==> src/rtl/life_grid_engine.sv <==
// rtl/life_grid_engine.sv - B3/S23 game-of-life cell store and generation engine
// Optional TORUS_WRAP_EN: neighbours wrap toroidally; otherwise off-grid cells count as dead.
module life_grid_engine #(
  parameter int GRID_W         = 6,
  parameter int GRID_H         = 6,
  parameter int COORD_W        = 4,
  parameter int FRAMES_PER_GEN = 30
) (
  input  logic               clk,
  input  logic               reset_n,
  input  logic               vga_vs,
  input  logic               run,
  input  logic               step,
  input  logic               load_en,
  input  logic [COORD_W-1:0] load_x,
  input  logic [COORD_W-1:0] load_y,
  input  logic               load_val,
  input  logic [COORD_W-1:0] rd_x,
  input  logic [COORD_W-1:0] rd_y,
  output logic               rd_alive,
  output logic               busy,
  output logic [15:0]        gen_count
);

  localparam int N     = GRID_W * GRID_H;
  localparam int IDX_W = $clog2(N);
  localparam int FC_W  = $clog2(FRAMES_PER_GEN + 1);
  localparam logic [COORD_W-1:0] W_C     = COORD_W'(GRID_W);
  localparam logic [COORD_W-1:0] H_C     = COORD_W'(GRID_H);
  localparam logic [COORD_W-1:0] X_MAX   = COORD_W'(GRID_W - 1);
  localparam logic [IDX_W-1:0]   LAST    = IDX_W'(N - 1);
  localparam logic [FC_W-1:0]    FC_LAST = FC_W'(FRAMES_PER_GEN - 1);

  typedef enum logic [1:0] {IDLE, CALC, COMMIT} state_t;
  state_t state_q, state_d;

  logic [N-1:0]       cells, next_cells;
  logic               vs_prev;
  logic [FC_W-1:0]    frame_cnt;
  logic               frame_tick, auto_trig;
  logic [IDX_W-1:0]   idx;
  logic [COORD_W-1:0] cx, cy;
  logic               start, do_load, do_commit;
  logic [3:0]         ncount;
  logic               nxt_alive;
  int                 nx, ny;

  function automatic logic [IDX_W-1:0] lin(input logic [COORD_W-1:0] x, input logic [COORD_W-1:0] y);
    return IDX_W'(int'(y) * GRID_W + int'(x));
  endfunction

  assign frame_tick = vs_prev & ~vga_vs;
  assign auto_trig  = run & frame_tick & (frame_cnt == FC_LAST);
  assign busy       = (state_q != IDLE);

  always_ff @(posedge clk or negedge reset_n) begin
    if (!reset_n) state_q <= IDLE;
    else          state_q <= state_d;
  end

  always_comb begin
    state_d   = state_q;
    start     = 1'b0;
    do_load   = 1'b0;
    do_commit = 1'b0;
    case (state_q)
      IDLE: begin
        // A write wins over a coincident trigger, which is then lost
        if (load_en) begin
          do_load = 1'b1;
        end else if (step || auto_trig) begin
          start   = 1'b1;
          state_d = CALC;
        end
      end
      CALC:    if (idx == LAST) state_d = COMMIT;
      COMMIT: begin
        do_commit = 1'b1;
        state_d   = IDLE;
      end
      default: state_d = IDLE;
    endcase
  end

  // Neighbour count of the cell at (cx,cy), always taken from the committed grid
  always_comb begin
    ncount = 4'd0;
    nx     = 0;
    ny     = 0;
    for (int dy = -1; dy <= 1; dy++) begin
      for (int dx = -1; dx <= 1; dx++) begin
        if (dx != 0 || dy != 0) begin
          nx = int'(cx) + dx;
          ny = int'(cy) + dy;
`ifdef TORUS_WRAP_EN
          if (nx < 0) nx = GRID_W - 1;
          else if (nx >= GRID_W) nx = 0;
          if (ny < 0) ny = GRID_H - 1;
          else if (ny >= GRID_H) ny = 0;
          ncount = ncount + {3'd0, cells[IDX_W'(ny * GRID_W + nx)]};
`else
          if (nx >= 0 && nx < GRID_W && ny >= 0 && ny < GRID_H)
            ncount = ncount + {3'd0, cells[IDX_W'(ny * GRID_W + nx)]};
`endif
        end
      end
    end
    nxt_alive = (ncount == 4'd3) | (cells[idx] & (ncount == 4'd2));
  end

  always_ff @(posedge clk or negedge reset_n) begin
    if (!reset_n) begin
      cells      <= '0;
      next_cells <= '0;
      vs_prev    <= 1'b0;
      frame_cnt  <= '0;
      idx        <= '0;
      cx         <= '0;
      cy         <= '0;
      gen_count  <= 16'd0;
      rd_alive   <= 1'b0;
    end else begin
      vs_prev <= vga_vs;
      if (!run)
        frame_cnt <= '0;
      else if (frame_tick)
        frame_cnt <= (frame_cnt == FC_LAST) ? '0 : frame_cnt + 1'b1;

      rd_alive <= (rd_x < W_C && rd_y < H_C) ? cells[lin(rd_x, rd_y)] : 1'b0;

      if (do_load && load_x < W_C && load_y < H_C)
        cells[lin(load_x, load_y)] <= load_val;

      if (start) begin
        idx <= '0;
        cx  <= '0;
        cy  <= '0;
      end else if (state_q == CALC) begin
        next_cells[idx] <= nxt_alive;
        idx             <= idx + 1'b1;
        if (cx == X_MAX) begin
          cx <= '0;
          cy <= cy + 1'b1;
        end else begin
          cx <= cx + 1'b1;
        end
      end

      if (do_commit) begin
        cells     <= next_cells;
        gen_count <= gen_count + 16'd1;
      end
    end
  end

endmodule

==> config.mk <==
export PLATFORM = sky130hd
export DESIGN_NAME = life_grid_engine
export DESIGN_NICKNAME = d
export VERILOG_FILES = /design/src/rtl/life_grid_engine.sv
export SDC_FILE = /design/constraint.sdc
export NUM_CORES = 1
export LEC_CHECK = 0
export CORE_ASPECT_RATIO = 0.5
export CORE_MARGIN = 2
export CORE_UTILIZATION = 40
export DETAILED_ROUTE_END_ITERATION = 16
export GPL_TIMING_DRIVEN = 0
export PLACE_DENSITY = 0.56
export SETUP_SLACK_MARGIN = 0.1
export SYNTH_ARGS = -nofsm -noshare
export SYNTH_HDL_FRONTEND = slang
export SYNTH_SLANG_ARGS = --single-unit
==> constraint.sdc <==
create_clock -name clk -period 8.85 [get_ports clk]
set_input_delay 1.77 -clock clk [delete_from_list [all_inputs] [get_ports clk]]
set_output_delay 1.77 -clock clk [all_outputs]
set_load 0.01 [all_outputs]
==> summary.txt, run 1 <==
Synthesis
  – Cell accounting for the most synthesized area: dfrtp_1
  – Register area share after synthesis: between 20% and 30%
  – #FFs+latches synth: 111
  – Net Count, Synth: 1165
  – Most used DFF post-synth: dfrtp_1
  – Synth unique cells: slightly above 70
  – Cells after Synth: roughly 1000
  – Share of the synthesized area in the top cell type: 26.5%
  – Ys async rst share: 100%
  – Post-synth EDFFs: 0
  – Synth top area cells: dfrtp_1, mux4_2, ha_1, mux2i_1, a21oi_1
  – Post-synthesis average cell area: around 10 um2
  – Yosys warns: 0
  – Mapped Area: 10500 um2

Final layout
  – Most frequent cells in the layout: dfrtp_1, nand2_1, mux4_2, a21oi_1, nor2_1
  – Final instance area: 12700 um2
  – Filler instances: 2268
  – Antenna Cells: 0
  – Finished Core Util: 49.9%
  – Commonest non-fill, non-tap cell in the layout: dfrtp_1
  – NumNets Final: 1258
  – Share of cells above drive strength 1: between 20% and 30%
  – Layout area overhead: 21.3%

Timing
  – RSZ-0062 raised after global routing: yes
  – Hold Fails Final Rpt: 0
  – Final Critical Period: 8510 ps
  – Crit share post-route: 96.1%
  – Max Freq: 0.118 GHz
  – Headroom to the max-slew limit: -2.19%
  – Clock Skews: between 10 and 15 ps
  – # setup viols final: 0
  – Tightest Pin Transition: between 1500 and 2000 ps
  – Hold slack: 492 ps
  – Fin. max-slew vios: 9

GRT
  – Tot GR Track Use: 22.9%
  – Met1 Use GR: 33.3%
  – M3 GR Usage: 3.89%
  – GR peak layer: met2
  – Initial antenna violation count: 0
  – Largest net degree at the start of global routing: 60
  – Met2 Use GR: 35.0%
  – Vias in the first global route: 8753
  – GR Overflow Total: 0
  – Global-route wire length before repair: 49.7 mm

Placed design
  – Cell Area, Placed: 11400 um2
  – Final HPWL DP: 23.1 mm
  – Placer Congestion: 0.925
  – Port bufs: 38

Min path
  – Hold Crit Start: next_cells[10]$_DFFE_PN0P_
  – Cell depth of the worst min-delay path: 2
  – HP Class: register to register

Worst setup path
  – Crit path from: cy[0]$_DFFE_PN0P_
  – Critical path class: register to register
  – Critical path capture point type: register
  – Slowest cell delay on critical path: about 500 ps
  – CP Max Fanout: 8
  – Crit path DAT: 8790 ps
  – Crit path top cell by count: ha_4
  – FF-to-FF path depth: 38
  – Critical Path Start Type: register
  – CP Data Required Time: 9130 ps
  – Reg-to-reg critical path startpoint: cy[0]$_DFFE_PN0P_
  – CP max-delay cell: mux4_2

Detailed routing
  – Pre-antenna DRT Iters: 5
  – Via count: 8912
  – Post-route ant nets: 0
  – Routed WL: 31.4 mm
  – Vias per inst: ~6
  – Residual DRC: 0
  – Iter 0 DRT Violations: 737
  – Wire length per cell: around 21 um

Clock tree
  – Clock tree sinks: 111
  – CTS buffer count: 9
  – Clock Root Buffer: clkbuf_16
  – CTS H-tree depth: 3
  – Hold-fix buffers, CTS: 0
  – CTS clk-pin slew, worst paths: 80 ps
  – Clk_lat worst skew: about 360 ps
  – CTS tree: done
  – Clock tree buffer depth: 2

Floorplanning
  – Die Ht: 119 um
  – Die area: ~28000 um2
  – Initial Util: ~41%
  – # rows: 41
  – Die width: 233 um
  – IO Pins: 41
  – Core Box Area: around 25000 um2

Run
  – MaxCap Viol Count: 1

Outcome
  – Status: complete, but fails checks
  – Failing checks: max-capacitance violations, max-slew violations
[repair_timing]
action | 4_1_cts | 5_1_grt
gates resized for setup | 61 | 51
endpoints found under the setup margin | 36 | 36
setup buffers | 22 | 18
pin swaps | 20 | 38
gates cloned | 2 | 1
[synth_stat cells, types with 4 or more instances]
library cell / instances
a21o_1: 18
a21oi_1: 76
a31oi_1: 41
and3_1: 12
buf_1: 9
buf_2: 4
buf_6: 6
clkbuf_1: 30
dfrtp_1: 111
fa_1: 15
ha_1: 78
inv_1: 41
mux2_2: 13
mux2i_1: 53
mux4_2: 76
nand2_1: 95
nand2b_1: 4
nand3_1: 26
nand4_1: 9
nor2_1: 72
nor2b_1: 13
nor3_1: 18
nor3b_1: 5
nor4_1: 4
nor4b_1: 4
o21ai_0: 64
o21ai_1: 5
o22ai_1: 5
xnor2_1: 41
xor2_1: 34
[sequential cells by signal (all words and copies together), names as in the netlist]
| signal | count |
|---|---|
| idx | 6 |
| vs_prev | 1 |
| gen_count | 16 |
| rd_alive | 1 |
| state_q | 2 |
| cy | 4 |
| cells | 36 |
| frame_cnt | 5 |
| cx | 4 |
| next_cells | 36 |
[path summary, 6_finish.rpt]
check | to | slack (ps)
setup reg to reg | next_cells[24]$_DFFE_PN0P_ | 340
setup / recovery | next_cells[24]$_DFFE_PN0P_ | 340
min in group asynchronous | frame_cnt[1]$_DFFE_PN0P_ | 1450
hold / removal | cells[10]$_DFFE_PN0P_ | 490
max in group asynchronous | cy[2]$_DFFE_PN0P_ | 6660
hold reg to reg | cells[10]$_DFFE_PN0P_ | 490
[kinds of logic after synthesis]
group                      synth area share (%)
AOI/OAI and AO/OA                          14.7
xor gates and xnor gates                   6.78
adders and majority gates                  12.2
buffers and inverters                      3.91
DFF                                        26.5
muxes                                      23.0
and+or+nand+nor                            12.9
[through the flow]
stage                     std cells  setup slack [ps]  setup TNS (ps)
after floorplan                1049               118               0
after global placement         1431             -1440          -50510
after detailed placement       1434             -1590          -55370
after CTS                      1474               125               0
after global routing           1491             -5.94           -27.6
final                          1491               342               0
[area by class of cell]
type                    instances  area [um2]  area share, %
multi-input cells             845        7930           62.3
flip-flops and latches        111        2780           21.9
repair buffers                 84         810           6.36
well taps                     344         430           3.38
plain buffers                  48         294           2.31
clock buffers                  11         253           1.99
inverters                      43         175           1.38
clock inverters                 5        51.3          0.403
[per-layer routing]
metal	routed length [um]	part of all wire (%)
met5	0	0
met4	786	2.5
met3	2060	6.6
met2	14300	46
met1	14300	45
[critical path, delay by kind of cell (launching register included)]
kind                     cells  cell delay, ps
AO/OA/AOI/OAI                9            1570
AND/OR/NAND/NOR              6            1020
adder cells (fa/ha/maj)     11            2680
flip-flops                   1             400
buffers and inverters        4             560
XOR/XNOR                     4             900
multiplexers                 4            1290
Power of run 1 is left out: the tool's default activity adds up to more than one toggle a clock period on the data nets, which glitch-free logic cannot reach.
==> run 2: changes to the inputs <==
--- a/config.mk
+++ b/config.mk
@@ -5,12 +5,11 @@
 export SDC_FILE = /design/constraint.sdc
 export NUM_CORES = 1
 export LEC_CHECK = 0
-export CORE_ASPECT_RATIO = 0.5
 export CORE_MARGIN = 2
-export CORE_UTILIZATION = 40
+export CORE_UTILIZATION = 55
 export DETAILED_ROUTE_END_ITERATION = 16
 export GPL_TIMING_DRIVEN = 0
-export PLACE_DENSITY = 0.56
+export PLACE_DENSITY = 0.74
 export SETUP_SLACK_MARGIN = 0.1
 export SYNTH_ARGS = -nofsm -noshare
 export SYNTH_HDL_FRONTEND = slang
==> run 2 against run 1 <==
Net effect:
- the flow now finishes without violations
- sequential share of layout area increased by 0.42 points
- die area fell by 27%
- worst setup slack lost 70 ps
- clock skew barely moved
- global-route usage rose by 6.2 points
- utilization is 17 points higher
- design area is 1.9% lower
- register-to-register slack worse by 70 ps
- non-clock buffer count unchanged
- via count is 2.6% higher
- critical path type unchanged
- largest cell class unchanged
==> summary.txt, run 2 (synthesized netlist as in run 1, its figures left out) <==
Worst setup path
  – FF-to-FF path depth: 36 (-5.3%)
  – Worst r2r dst: next_cells[2]$_DFFE_PN0P_
  – CP max-delay cell: mux4_2
  – CP Data Required Time: 9120 ps (about the same)
  – Critical path capture point type: register
  – Slowest cell delay on critical path: 520 ps (+20 ps)
  – Critical Path Start Type: register
  – Crit path top cell by count: ha_4
  – Critical path class: register to register
  – Reg-to-reg critical path startpoint: cy[1]$_DFFE_PN0P_
  – Worst setup path end: next_cells[2]$_DFFE_PN0P_
  – Crit path from: cy[1]$_DFFE_PN0P_
  – CP Max Fanout: 8 (unchanged)
  – FF-to-FF setup slack: 270 ps (-70 ps)
  – Crit path DAT: 8850 ps (+60 ps)

Clock tree
  – Clock tree sinks: 111 (unchanged)
  – CTS clk-pin slew, worst paths: 70 ps (about the same)
  – CTS tree: done
  – Clk_lat worst skew: 360 ps (about the same)
  – CTS buffer count: 9 (unchanged)
  – Hold-fix buffers, CTS: 0 (unchanged)
  – CTS H-tree depth: 3 (unchanged)
  – Clock Root Buffer: clkbuf_16
  – Clock tree buffer depth: 2 (unchanged)

Detailed routing
  – Vias per inst: 6.62 (+11%)
  – Wire length per cell: 21.7 um (+2.9%)
  – Routed WL: 30.0 mm (-4.6%)
  – Iter 0 DRT Violations: 821 (+11%)
  – Via count: 9142 (+2.6%)
  – Post-route ant nets: 0 (unchanged)
  – Residual DRC: 0 (unchanged)
  – Pre-antenna DRT Iters: 5 (unchanged)

Final layout
  – Non-Filler Instances: 1382 (-7.3%)
  – NumNets Final: 1258 (unchanged)
  – Share of cells above drive strength 1: 21.6% (-0.44 points)
  – Top Registers: cells (36), next_cells (36), gen_count (16)
  – Commonest non-fill, non-tap cell in the layout: dfrtp_1
  – Most frequent cells in the layout: dfrtp_1, nand2_1, mux4_2, a21oi_1, nor2_1
  – Layout area overhead: 18.9%

GRT
  – Vias in the first global route: 8702 (-0.58%)
  – Largest net degree at the start of global routing: 61 (+1.7%)
  – GR Overflow Total: 0 (unchanged)
  – Tot GR Track Use: 29.1% (+6.2 points)
  – Global-route wire length before repair: 45.8 mm (-8.0%)
  – Initial antenna violation count: 1 (+1)

Timing
  – Tightest Pin Transition: 1420 ps (-102 ps)
  – Final Critical Period: 8580 ps (+69.8 ps)
  – Headroom to the max-slew limit: 4.64% (+6.8 points)
  – # setup viols final: 0 (unchanged)
  – Crit share post-route: 96.9% (+0.79 points)
  – Final WS setup: 272 ps (-69.8 ps)
  – Max Freq: 0.117 GHz (-0.81%)
  – Sum Neg Setup Slack: 0 ps (unchanged)
  – Hold Fails Final Rpt: 0 (unchanged)
  – Fin. max-slew vios: 0 (-9)
  – Clock Skews: 10.4 ps (+0.128 ps)
  – Hold slack: 470 ps (-22.0 ps)

Min path
  – Hold Crit Start: gen_count[15]$_DFFE_PN0P_
  – HP Class: register to register

Run
  – MaxCap Viol Count: 0 (-1)

Placed design
  – Port bufs: 38 (unchanged)
  – Placed cell count: 1324 (-7.7%)
  – Post-Place Setup Slack: -1520 ps (+63.5 ps)
  – Final HPWL DP: 21.6 mm (-6.6%)
  – Placer Congestion: 0.949 (+2.6%)

Outcome
  – Status: finished, final reports clean

Floorplanning
  – Core Box Area: 18700 um2 (-27%)
  – Initial Util: 56.1% (+15 points)
  – Die width: 142 um (-39%)
  – # rows: 50 (+22%)
  – Die Ht: 142 um (+20%)
  – IO Pins: 41 (unchanged)
  – Die area: 20200 um2 (-27%)
-- run 2: cell types whose count changed in the layout (fill, tap and decap cells not counted), sizes merged --
cell / delta
bufinv: +1
clkinv: +1
diode: +1
clkbuf: -2
bufbuf: -1
buf: +1
-- run 2: repair_timing --
action / 4_1_cts / 5_1_grt
gates resized for setup: 46 / 51
gates cloned: 1 / 1
pin swaps: 11 / 36
setup buffers: 16 / 24
setup endpoints to repair: 36 / 36
hold endpoints to repair: 0 / 0
-- run 2: area by class of cell --
class / count / area, um2
clock inverter: 7 / 78.8
sequential: 111 / 2780
clock buffer: 9 / 225
antenna: 1 / 2.50
inverter: 43 / 173
timing repair buffer: 83 / 790
tap: 234 / 293
fill: 1398 / 6220
buffer: 49 / 310
multi-input combinational: 845 / 7830
-- run 2: critical path, delay by kind of cell, from the launching register on --
family / cells / cell delay (ps)
flops: 1 / 390
buf+inv: 4 / 540
mux: 4 / 1450
fa+ha+maj: 11 / 2770
xor+xnor: 4 / 1040
simple gates: 6 / 960
compound gates: 7 / 1350
-- run 2: per-stage QoR --
step           utilization, %  cell area, um2
6_report                 66.7           12500
5_1_grt                  66.7           12500
4_1_cts                  63.7           11900
3_5_place_dp             60.0           11200
3_3_place_gp             59.7           11200
2_1_floorplan               -           10500
-- run 2: metal layers --
layer / up-vias / global-route usage [%] / share of wire, %
met5: - / 0 / 0
met4: 0 / 12.6 / 3.7
met3: 79 / 4.61 / 9.2
met2: 501 / 47.7 / 48
met1: 4453 / 38.4 / 39
li1: 4109 / - / -
-- run 2: worst min path at each step --
| stage | slack (ps) | end | cells past startpoint |
|---|---|---|---|
| 6_report | 470 | gen_count[15]$_DFFE_PN0P_ | 1 |
| 5_1_grt | 500 | gen_count[15]$_DFFE_PN0P_ | 1 |
| 4_1_cts | 480 | gen_count[15]$_DFFE_PN0P_ | 1 |
| 3_5_place_dp | 470 | cells[22]$_DFFE_PN0P_ | 2 |
| 3_3_place_gp | 460 | cells[2]$_DFFE_PN0P_ | 2 |
| 2_1_floorplan | 450 | cells[0]$_DFFE_PN0P_ | 2 |
Power of run 2 is left out for the same reason.
